[config.mk]
export PLATFORM = sky130hd
export DESIGN_NAME = mul_sequencer_flat
export DESIGN_NICKNAME = d
export VERILOG_FILES = /design/src/rtl/exec_pkg.sv /design/src/rtl/mul_sequencer_if.sv /design/src/rtl/mul_step_counter.sv /design/src/rtl/mul_sequencer.sv /design/src/flat_wrapper.sv
export SDC_FILE = /design/constraint.sdc
export NUM_CORES = 1
export LEC_CHECK = 0
export ABC_AREA = 1
export BUFFER_PORTS_ARGS = -buffer_cell sky130_fd_sc_hd__buf_2
export CAP_MARGIN = 25
export CORE_MARGIN = 1.5
export CORE_UTILIZATION = 35
export CTS_BUF_LIST = sky130_fd_sc_hd__clkbuf_8
export DETAILED_ROUTE_END_ITERATION = 6
export GPL_TIMING_DRIVEN = 0
export MAX_ROUTING_LAYER = met4
export PLACE_DENSITY = 0.67
export SETUP_SLACK_MARGIN = 0.4
export SLEW_MARGIN = 10
export SYNTH_ARGS = -nofsm -noshare
export SYNTH_HDL_FRONTEND = slang
export SYNTH_HIERARCHICAL = 1
export SYNTH_SLANG_ARGS = --single-unit
[constraint.sdc]
create_clock -name clk -period 4.75 [get_ports clk]
set_clock_uncertainty 0.15 [all_clocks]
set_input_delay 0.475 -clock clk [delete_from_list [all_inputs] [get_ports clk]]
set_output_delay 0.475 -clock clk [all_outputs]
set_load 0.01 [all_outputs]
[src/rtl/exec_pkg.sv]
// Shared execution-unit definitions: funct codes, result mux selects,
// sequencer states and the funct classifier used by decode blocks.
package exec_pkg;

  localparam logic [5:0] F_AND  = 6'b100100;
  localparam logic [5:0] F_OR   = 6'b100101;
  localparam logic [5:0] F_ADD  = 6'b100000;
  localparam logic [5:0] F_SUB  = 6'b100010;
  localparam logic [5:0] F_SLT  = 6'b101010;
  localparam logic [5:0] F_SRL  = 6'b000010;
  localparam logic [5:0] F_MUL  = 6'b011001;
  localparam logic [5:0] F_MFHI = 6'b010000;
  localparam logic [5:0] F_MFLO = 6'b010010;

  typedef enum logic [1:0] {
    SEL_ALU = 2'b00,
    SEL_SHT = 2'b01,
    SEL_HI  = 2'b10,
    SEL_LO  = 2'b11
  } op_sel_e;

  typedef enum logic [1:0] {
    ST_IDLE,
    ST_LOAD,
    ST_RUN,
    ST_WRITE
  } seq_state_e;

  typedef struct packed {
    logic    legal;
    logic    is_mul;
    op_sel_e sel;
  } funct_dec_t;

  function automatic funct_dec_t decode_funct(input logic [5:0] f);
    funct_dec_t d;
    d.legal  = 1'b1;
    d.is_mul = 1'b0;
    d.sel    = SEL_ALU;
    unique case (1'b1)
      (f == F_AND),
      (f == F_OR),
      (f == F_ADD),
      (f == F_SUB),
      (f == F_SLT):  d.sel = SEL_ALU;
      (f == F_SRL):  d.sel = SEL_SHT;
      (f == F_MFHI): d.sel = SEL_HI;
      (f == F_MFLO): d.sel = SEL_LO;
      (f == F_MUL):  d.is_mul = 1'b1;
      default:       d.legal = 1'b0;
    endcase
    return d;
  endfunction

endpackage

[src/rtl/mul_sequencer_if.sv]
// Issue/dispatch bundle between decode, the sequencer and the
// execution units.
interface mul_sequencer_if;
  logic       issue_valid;
  logic [5:0] issue_funct;
  logic       issue_ready;
  logic       flush;
  logic       op_valid;
  logic [5:0] op_funct;
  logic [1:0] op_sel;
  logic       illegal;
  logic       mul_load;
  logic       mul_step;
  logic       hilo_we;
  logic       hilo_valid;
  logic       busy;

  modport master (
    output issue_valid, issue_funct, flush,
    input  issue_ready, op_valid, op_funct, op_sel, illegal,
    input  mul_load, mul_step, hilo_we, hilo_valid, busy
  );

  modport slave (
    input  issue_valid, issue_funct, flush,
    output issue_ready, op_valid, op_funct, op_sel, illegal,
    output mul_load, mul_step, hilo_we, hilo_valid, busy
  );
endinterface

[src/rtl/mul_step_counter.sv]
// Multiplier step counter: clears on request, counts while enabled
// and saturates at the terminal count.
module mul_step_counter #(
  parameter int MUL_CYCLES = 32
) (
  input  logic clk,
  input  logic rst_n,
  input  logic clr,
  input  logic en,
  output logic tc
);
  localparam int CW =
    (MUL_CYCLES > 1) ? $clog2(MUL_CYCLES) : 1;
  localparam logic [CW-1:0] LAST = CW'(MUL_CYCLES - 1);

  logic [CW-1:0] cnt_q, cnt_d;

  assign tc = (cnt_q == LAST);

  always_comb begin
    cnt_d = cnt_q;
    if (clr) begin
      cnt_d = '0;
    end else if (en && !tc) begin
      cnt_d = cnt_q + CW'(1);
    end
  end

  always_ff @(posedge clk or negedge rst_n) begin
    if (!rst_n) begin
      cnt_q <= '0;
    end else begin
      cnt_q <= cnt_d;
    end
  end
endmodule

[src/rtl/mul_sequencer.sv]
// Issue-side controller: single-cycle op dispatch plus the
// load/step/write-back sequence of the iterative multiplier.
import exec_pkg::*;

module mul_sequencer #(
  parameter int MUL_CYCLES = 32
) (
  input logic            clk,
  input logic            rst_n,
  mul_sequencer_if.slave bus
);
  seq_state_e state_q, state_d;
  logic       op_valid_q, op_valid_d;
  logic [5:0] op_funct_q, op_funct_d;
  logic [1:0] op_sel_q, op_sel_d;
  logic       illegal_q, illegal_d;
  logic       hilo_valid_q, hilo_valid_d;
  logic       ready;
  logic       accept;
  logic       cnt_clr;
  logic       cnt_tc;
  funct_dec_t dec;

  assign ready  = (state_q == ST_IDLE) & ~bus.flush;
  assign accept = bus.issue_valid & ready;
  assign dec    = decode_funct(bus.issue_funct);

  // Counter only runs inside RUN; any other state or a flush zeroes it.
  assign cnt_clr = (state_q != ST_RUN) | bus.flush;

  mul_step_counter #(
    .MUL_CYCLES(MUL_CYCLES)
  ) u_cnt (
    .clk  (clk),
    .rst_n(rst_n),
    .clr  (cnt_clr),
    .en   (state_q == ST_RUN),
    .tc   (cnt_tc)
  );

  always_comb begin
    state_d      = state_q;
    op_valid_d   = 1'b0;
    illegal_d    = 1'b0;
    op_funct_d   = op_funct_q;
    op_sel_d     = op_sel_q;
    hilo_valid_d = hilo_valid_q;
    case (state_q)
      ST_IDLE: begin
        if (accept) begin
          if (!dec.legal) begin
            illegal_d = 1'b1;
          end else if (dec.is_mul) begin
            state_d = ST_LOAD;
          end else begin
            op_valid_d = 1'b1;
            op_funct_d = bus.issue_funct;
            op_sel_d   = dec.sel;
          end
        end
      end
      ST_LOAD: begin
        state_d = bus.flush ? ST_IDLE : ST_RUN;
      end
      ST_RUN: begin
        if (bus.flush) begin
          state_d = ST_IDLE;
        end else if (cnt_tc) begin
          state_d = ST_WRITE;
        end
      end
      ST_WRITE: begin
        // The write commits at this edge even if flush is raised.
        state_d      = ST_IDLE;
        hilo_valid_d = 1'b1;
      end
    endcase
  end

  always_ff @(posedge clk or negedge rst_n) begin
    if (!rst_n) begin
      state_q      <= ST_IDLE;
      op_valid_q   <= 1'b0;
      op_funct_q   <= '0;
      op_sel_q     <= SEL_ALU;
      illegal_q    <= 1'b0;
      hilo_valid_q <= 1'b0;
    end else begin
      state_q      <= state_d;
      op_valid_q   <= op_valid_d;
      op_funct_q   <= op_funct_d;
      op_sel_q     <= op_sel_d;
      illegal_q    <= illegal_d;
      hilo_valid_q <= hilo_valid_d;
    end
  end

  assign bus.issue_ready = ready;
  assign bus.op_valid    = op_valid_q;
  assign bus.op_funct    = op_funct_q;
  assign bus.op_sel      = op_sel_q;
  assign bus.illegal     = illegal_q;
  assign bus.hilo_valid  = hilo_valid_q;
  assign bus.mul_load    = (state_q == ST_LOAD);
  assign bus.mul_step    = (state_q == ST_RUN);
  assign bus.hilo_we     = (state_q == ST_WRITE);
  assign bus.busy        = (state_q != ST_IDLE);
endmodule

[src/flat_wrapper.sv]
// flat-port wrapper written by rule: the top's interface ports become plain ports
module mul_sequencer_flat 
#(
  parameter int MUL_CYCLES = 32
)
  (clk, rst_n, bus_issue_valid, bus_issue_funct, bus_flush, bus_issue_ready, bus_op_valid, bus_op_funct, bus_op_sel, bus_illegal, bus_mul_load, bus_mul_step, bus_hilo_we, bus_hilo_valid, bus_busy);
  mul_sequencer_if bus_i ();
  input logic clk;
  input logic rst_n;
  input wire logic [$bits(bus_i.issue_valid)-1:0] bus_issue_valid;
  input wire logic [$bits(bus_i.issue_funct)-1:0] bus_issue_funct;
  input wire logic [$bits(bus_i.flush)-1:0] bus_flush;
  output wire logic [$bits(bus_i.issue_ready)-1:0] bus_issue_ready;
  output wire logic [$bits(bus_i.op_valid)-1:0] bus_op_valid;
  output wire logic [$bits(bus_i.op_funct)-1:0] bus_op_funct;
  output wire logic [$bits(bus_i.op_sel)-1:0] bus_op_sel;
  output wire logic [$bits(bus_i.illegal)-1:0] bus_illegal;
  output wire logic [$bits(bus_i.mul_load)-1:0] bus_mul_load;
  output wire logic [$bits(bus_i.mul_step)-1:0] bus_mul_step;
  output wire logic [$bits(bus_i.hilo_we)-1:0] bus_hilo_we;
  output wire logic [$bits(bus_i.hilo_valid)-1:0] bus_hilo_valid;
  output wire logic [$bits(bus_i.busy)-1:0] bus_busy;
  assign bus_i.issue_valid = bus_issue_valid;
  assign bus_i.issue_funct = bus_issue_funct;
  assign bus_i.flush = bus_flush;
  assign bus_issue_ready = bus_i.issue_ready;
  assign bus_op_valid = bus_i.op_valid;
  assign bus_op_funct = bus_i.op_funct;
  assign bus_op_sel = bus_i.op_sel;
  assign bus_illegal = bus_i.illegal;
  assign bus_mul_load = bus_i.mul_load;
  assign bus_mul_step = bus_i.mul_step;
  assign bus_hilo_we = bus_i.hilo_we;
  assign bus_hilo_valid = bus_i.hilo_valid;
  assign bus_busy = bus_i.busy;
  mul_sequencer #(.MUL_CYCLES(MUL_CYCLES)) u_core (.clk(clk), .rst_n(rst_n), .bus(bus_i));
endmodule
==> flow_summary.yaml, run 1 <==
timing:
  fmax_ghz: 0.576
  post-route-period-util_pct: 36.6
  fin_crit_ns: 1.74
  worst_pin_slew_ns: 0.415
  layout_setup_ws_ns: 3.01
  hold_slack_ns: -0.00392
  hold_viol_final: 5
  rsz0062_at_grt: "false"
  max_slew_margin_pct: 72.3
  tns_ns: 0
  drv_slew: 0
  setup_viol: 0
setup_path:
  start_kind: "flip-flop"
  cp_top_family: "flip-flops"
  cp.arrival_ns: 1.11
  slowest_stage: "dfrtp_1"
  rrSetupSlack_ns: 3.10
  path_cells: "inv_2 > nor2_1 > buf_2"
  required_ns: 4.12
  cp_max_fo: 4
  endpoint_kind: "output pin"
  path_buf_inv: 2
  critPathMaxStageDelay_ns: 0.38
  critPathKind: "flip-flop to output pin"
pwr:
  irDropWorstVdd_mv: 0.212
  powerDensity_nw_per_um2: 421
  p_leak_nw: 0.680
global_routing:
  grt_first_pass_wirelength_um: 3350
  grtUsageMet1_pct: 15.2
  antenna_found_initial: 0
  gr-usage-met3_pct: 3.26
  grt_pass1_vias: 846
  grt_use_met2_pct: 23.4
  grt_overflow: 0
  grt_use_total_pct: 13.8
  top_usage_layer: "met2"
  grt_max_degree: 19
layout:
  drive_gt1_share_pct: 33.1
  finalNetCount: 167
  num_antenna_cells: 0
  syn_to_final_growth_pct: 22.2
  fin_util_pct: 44.5
detailed_routing:
  routed_wl_um: 1840
  drt_iter0_drc: 11
  num_vias: 854
  drc: 0
  firstDrtPassIters: 4
  wire_per_inst_um: 9.92
  viasPerCell: 4.62
  ant_nets: 0
yosys:
  avgSynthCellArea_sq_um: 7.90
  syn-num-nets: 137
  synth_area_leader_cell: "dfrtp_1"
  synth_top_area_share_pct: 45.6
  synth_edf_count: 0
  synth_warnings: 6
  ys_top_cells_by_count: "nand2_1 (37), nor2_1 (22), dfrtp_1 (18), inv_1 (9), inv_2 (9)"
  synth_area_leaders: "dfrtp_1 (46%), nand2_1 (14%), nor2_1 (8.4%), nand4_1 (4.4%), inv_1 (3.4%)"
  synth_cell_types: 20
  yosysMostFrequentCell: "nand2_1"
  synth-seq-cells: 18
  async_flop_share_pct: 100
  ys.flop_type: "dfrtp_1"
  ys_seq_area_share_pct: 45.6
  syn_area_sq_um: 987
  netlist_instances: 125
floorplan:
  die_y_um: 56.1
  die_x_um: 56.1
  rows: 19
  start_util_pct: 36.4
  dieArea_sq_um: 3150
  core_sq_um: 2710
  io_pins: 26
placed_design:
  pre_cts_ws_ns: 3.07
  routabilityCongestion: 0.818
  place_hpwl_um: 1450
  portBuffers: 25
hold_path:
  hp-class: "input pin to async pin"
run_status:
  violations: "hold timing"
  status: "finished, violations left"
cts:
  cts_repair_resize_count: 0
  cts_made_buffers: 3
  clk_pin_slew_ns: 0.07
  clock_path_buffers: 2
  tritoncts: "done"
  cts_setup_buffers: 0
  ctsHoldBuffers: 0
  clk_latency_ns: 0.25
  numClockSinks: 18
  htreeDepth: 1
  clockRootBuffer: "clkbuf_8"
job:
  max-cap-violations: 0
==> final timing paths <==
| check | start | end | cells after the start |
|---|---|---|---|
| max in group asynchronous | rst_n | u_core/u_cnt/cnt_q[4]$_DFFE_PN0P_ | 1 |
| max reg2reg | u_core/u_cnt/cnt_q[0]$_DFFE_PN0P_ | u_core/u_cnt/cnt_q[3]$_DFFE_PN0P_ | 10 |
| min reg2reg | u_core/bus.op_funct[1]$_DFFE_PN0P_ | u_core/bus.op_funct[1]$_DFFE_PN0P_ | 2 |
| min in group clk | u_core/bus.op_funct[1]$_DFFE_PN0P_ | u_core/bus.op_funct[1]$_DFFE_PN0P_ | 2 |
| min | rst_n | u_core/u_cnt/cnt_q[2]$_DFFE_PN0P_ | 1 |
| max | u_core/state_q[1]$_DFFE_PN0P_ | bus_mul_step | 3 |
==> cell usage in the layout (no fill, tap or decap) <==
cell	Yosys	final
buf_2	0	25
nor3_2	1	1
nand2_1	37	37
nand4_1	7	7
nand3_4	1	1
nor3b_4	1	1
nor2_4	2	2
nand3_1	4	4
nand2_4	1	1
or2_2	1	1
ha_1	2	2
dfrtp_1	18	18
clkbuf_8	0	4
nand2_2	2	2
inv_2	9	9
nand2_8	1	1
inv_1	9	9
buf_4	1	1
nor2_2	2	2
o21ai_0	2	2
nor2_1	22	22
a21oi_1	2	2
==> cell families (layout without fill, tap and decap cells) <==
family | Yosys count | after routing | share of synthesized area (%)
simple gates | 82 | 82 | 42.2
fa+ha+maj | 2 | 2 | 2.53
flops | 18 | 18 | 45.6
buf+inv | 19 | 48 | 7.60
compound gates | 4 | 4 | 2.03
==> flip-flops by register name, indices dropped and copies added (netlist names) <==
register               count
u_core/bus.hilo_valid      1
u_core/bus.op_valid        1
u_core/bus.illegal         1
u_core/u_cnt/cnt_q         5
u_core/bus.op_funct        6
u_core/state_q             2
u_core/bus.op_sel          2
==> area by class of cell <==
cell class                 count  area, sq um
fill                         290         1500
tap                           31         38.8
buffer                         1         7.51
inverter                      18         67.6
sequential                    18          450
multi-input combinational     88          462
clock buffer                   4         55.1
timing repair buffer          25          125
==> power by group <==
group,internal [mW],switching (mW)
Sequential,0.190,0.0197
Clock,0.0736,0.0507
Combinational,0.0680,0.106
==> metrics by stage <==
step / total power [mW] / cells / instance area (sq um)
6_report: 0.508 / 185 / 1210
3_3_place_gp: 0.385 / 181 / 1150
2_1_floorplan: 0.321 / 125 / 987
4_1_cts: 0.516 / 185 / 1210
5_1_grt: 0.547 / 185 / 1210
3_5_place_dp: 0.389 / 181 / 1150
==> metal layers <==
layer,up-vias,share of wire (%)
met4,0,1.6
met3,4,4.8
met1,387,45
met5,-,0
li1,444,-
met2,19,49
==> worst reg2reg max path: cells and delay by family, from the launching register on <==
family / cells / cell delay (ns)
adders and majority gates: 2 / 0.43
buffers and inverters: 1 / 0.07
DFF: 1 / 0.41
and+or+nand+nor: 7 / 0.50
No activity file was read; power rests on OpenSTA's default activity.
==> inputs of run 2 (changes only) <==
PLACE_DENSITY = 0.69   (was 0.67)
clock period = 1.4 ns   (was 4.75 ns; I/O delays follow)
==> run 2 against run 1 <==
Against the previous run:
- the flow finishes with violations (setup timing)
- power rose to 4.0 times the previous value
- worst setup slack lost 3.2 ns
- final cell count increased by 12%
- routed wire length up 30%
- critical path depth is 8 higher
- flip-flop and latch count unchanged
- combinational power rose to 5.0 times the previous value
- die area unchanged
- sequential share of layout area down 6.5 points
- non-clock buffer count up 22
- core utilization is 9.5 points higher
- via count rose by 15%
- critical path type is now flip-flop to flip-flop
- largest power group is now combinational cells
==> flow_summary.yaml, run 2 (synthesis results as in run 1) <==
floorplan:
  rows: 19
  dieArea_sq_um: 3150
  die_y_um: 56.1
  die_x_um: 56.1
  core_sq_um: 2710
  start_util_pct: 36.4
  io_pins: 26
placed_design:
  portBuffers: 25
  routabilityCongestion: 0.794
  place_hpwl_um: 1520
  pre_cts_ws_ns: -0.200
setup_path:
  rrSetupSlack_ns: -0.18
  slowest_stage: "dfrtp_1"
  critPathKind: "flip-flop to flip-flop"
  path_cells: "ha_2 > nand2_1 > nor2_1 > ha_2 > inv_2 > nand2_4 > inv_4 > nand2_4 > nand2_1 > nand2_1 > nor2_1"
  required_ns: 1.43
  cp_max_fo: 4
  cp.arrival_ns: 1.61
  start_kind: "flip-flop"
  path_buf_inv: 2
  critPathMaxStageDelay_ns: 0.39
  crit_top_cell: "nand2_1"
  cp_top_family: "simple AND/OR/NAND/NOR gates"
  endpoint_kind: "flip-flop"
detailed_routing:
  firstDrtPassIters: 4
  num_vias: 985
  viasPerCell: 4.74
  routed_wl_um: 2390
  drc: 0
  drt_iter0_drc: 28
  ant_nets: 0
  wire_per_inst_um: 11.5
timing:
  hold_slack_ns: 0.0195
  worst_pin_slew_ns: 0.391
  setup_viol: 14
  drv_slew: 0
  max_slew_margin_pct: 74.0
  layout_setup_ws_ns: -0.177
  fmax_ghz: 0.634
  fin_crit_ns: 1.58
  rsz0062_at_grt: "true"
  hold_viol_final: 0
  post-route-period-util_pct: 113
hold_path:
  hp-class: "input pin to flip-flop"
run_status:
  violations: "setup timing"
  status: "finished, violations left"
layout:
  regArea_sq_um: 450
  num_antenna_cells: 0
  multiInputGateArea_sq_um: 512
  fin_util_pct: 54.0
  finalNetCount: 190
  drive_gt1_share_pct: 46.9
  layout_common_cells: "nand2_1 (36), buf_2 (24), nor2_1 (18), dfrtp_1 (18), buf_4 (14)"
  largest_register_ffs: 6
  syn_to_final_growth_pct: 48.2
  mostFrequentLayoutCell: "nand2_1"
  fill_cells: 263
global_routing:
  grt_max_degree: 19
  grt_overflow: 0
  grt_use_total_pct: 16.6
  grt_pass1_vias: 945
  grt_first_pass_wirelength_um: 3950
  antenna_found_initial: 0
cts:
  clk_pin_slew_ns: 0.07
  clk_latency_ns: 0.25
  tritoncts: "done"
  numClockSinks: 18
  htreeDepth: 1
  cts_made_buffers: 3
  clockRootBuffer: "clkbuf_8"
  clock_path_buffers: 2
pwr:
  p_leak_nw: 0.809
  powerDensity_nw_per_um2: 1370
  irDropWorstVdd_mv: 0.840
job:
  max-cap-violations: 0
## run 2: changes by cell type in the layout (fill, tap and decap cells not counted), sizes merged
cell | before | now
dlygate4sd3 | 0 | 1
buf | 26 | 47
nand3 | 5 | 6
## run 2: report_power, final
group	switching (mW)	total, mW	leakage [nW]	internal [mW]
Combinational	0.452	0.868	0.543	0.415
Clock	0.176	0.426	0.0288	0.250
Sequential	0.0688	0.713	0.237	0.644
Total	0.697	2.01	0.809	1.31
## run 2: layer usage
metal	track usage, %	wire (um)
met1	17.4	949
met2	29.9	1290
met3	3.26	86
met4	7.14	70
met5	-	0
## run 2: cell type report
cell class,instances,share of cell area [%]
buffer,1,0.770
clock buffer,4,3.76
inverter,18,4.79
multi-input combinational,89,35.0
sequential,18,30.8
tap,31,2.65
timing repair buffer,47,22.2
## run 2: what timing repair did
item / in CTS / in global routing
hold buffers: 1 / 0
resized for setup: 11 / 6
hold endpoints to repair: 18 / 0
endpoints found under the setup margin: 33 / 33
cloned: 2 / 0
pin swaps: 6 / 4
buffers inserted: 14 / 6
## run 2: final timing paths
kind / startpoint / depth (start not counted) / end
max in group asynchronous: rst_n / 2 / u_core/u_cnt/cnt_q[3]$_DFFE_PN0P_
worst max register to register: u_core/u_cnt/cnt_q[0]$_DFFE_PN0P_ / 11 / u_core/u_cnt/cnt_q[2]$_DFFE_PN0P_
worst max-delay path: u_core/u_cnt/cnt_q[0]$_DFFE_PN0P_ / 11 / u_core/u_cnt/cnt_q[2]$_DFFE_PN0P_
worst min register to register: u_core/bus.hilo_valid$_DFFE_PN0P_ / 1 / u_core/bus.hilo_valid$_DFFE_PN0P_
min in group asynchronous: rst_n / 2 / u_core/bus.hilo_valid$_DFFE_PN0P_
worst min-delay path: bus_issue_funct[4] / 3 / u_core/bus.op_funct[4]$_DFFE_PN0P_
## run 2: worst register-to-register path, stage by stage, from the launching register on
cell and delay, ns:
dfrtp_1 0.39, ha_2 0.19, nand2_1 0.06, nor2_1 0.04
ha_2 0.18, inv_2 0.08, nand2_4 0.06, inv_4 0.08
nand2_4 0.05, nand2_1 0.05, nand2_1 0.07, nor2_1 0.11
## run 2: metrics by stage
| stage | TNS, ns | total power, mW | cells | cell area [sq um] |
|---|---|---|---|---|
| after floorplan | -0.186 | 1.11 | 125 | 1010 |
| after global placement | -0.587 | 1.33 | 181 | 1170 |
| after detailed placement | -0.776 | 1.34 | 181 | 1170 |
| after CTS | -0.733 | 1.95 | 202 | 1400 |
| after global routing | -2.19 | 2.13 | 208 | 1460 |
| final | -0.934 | 2.01 | 208 | 1460 |
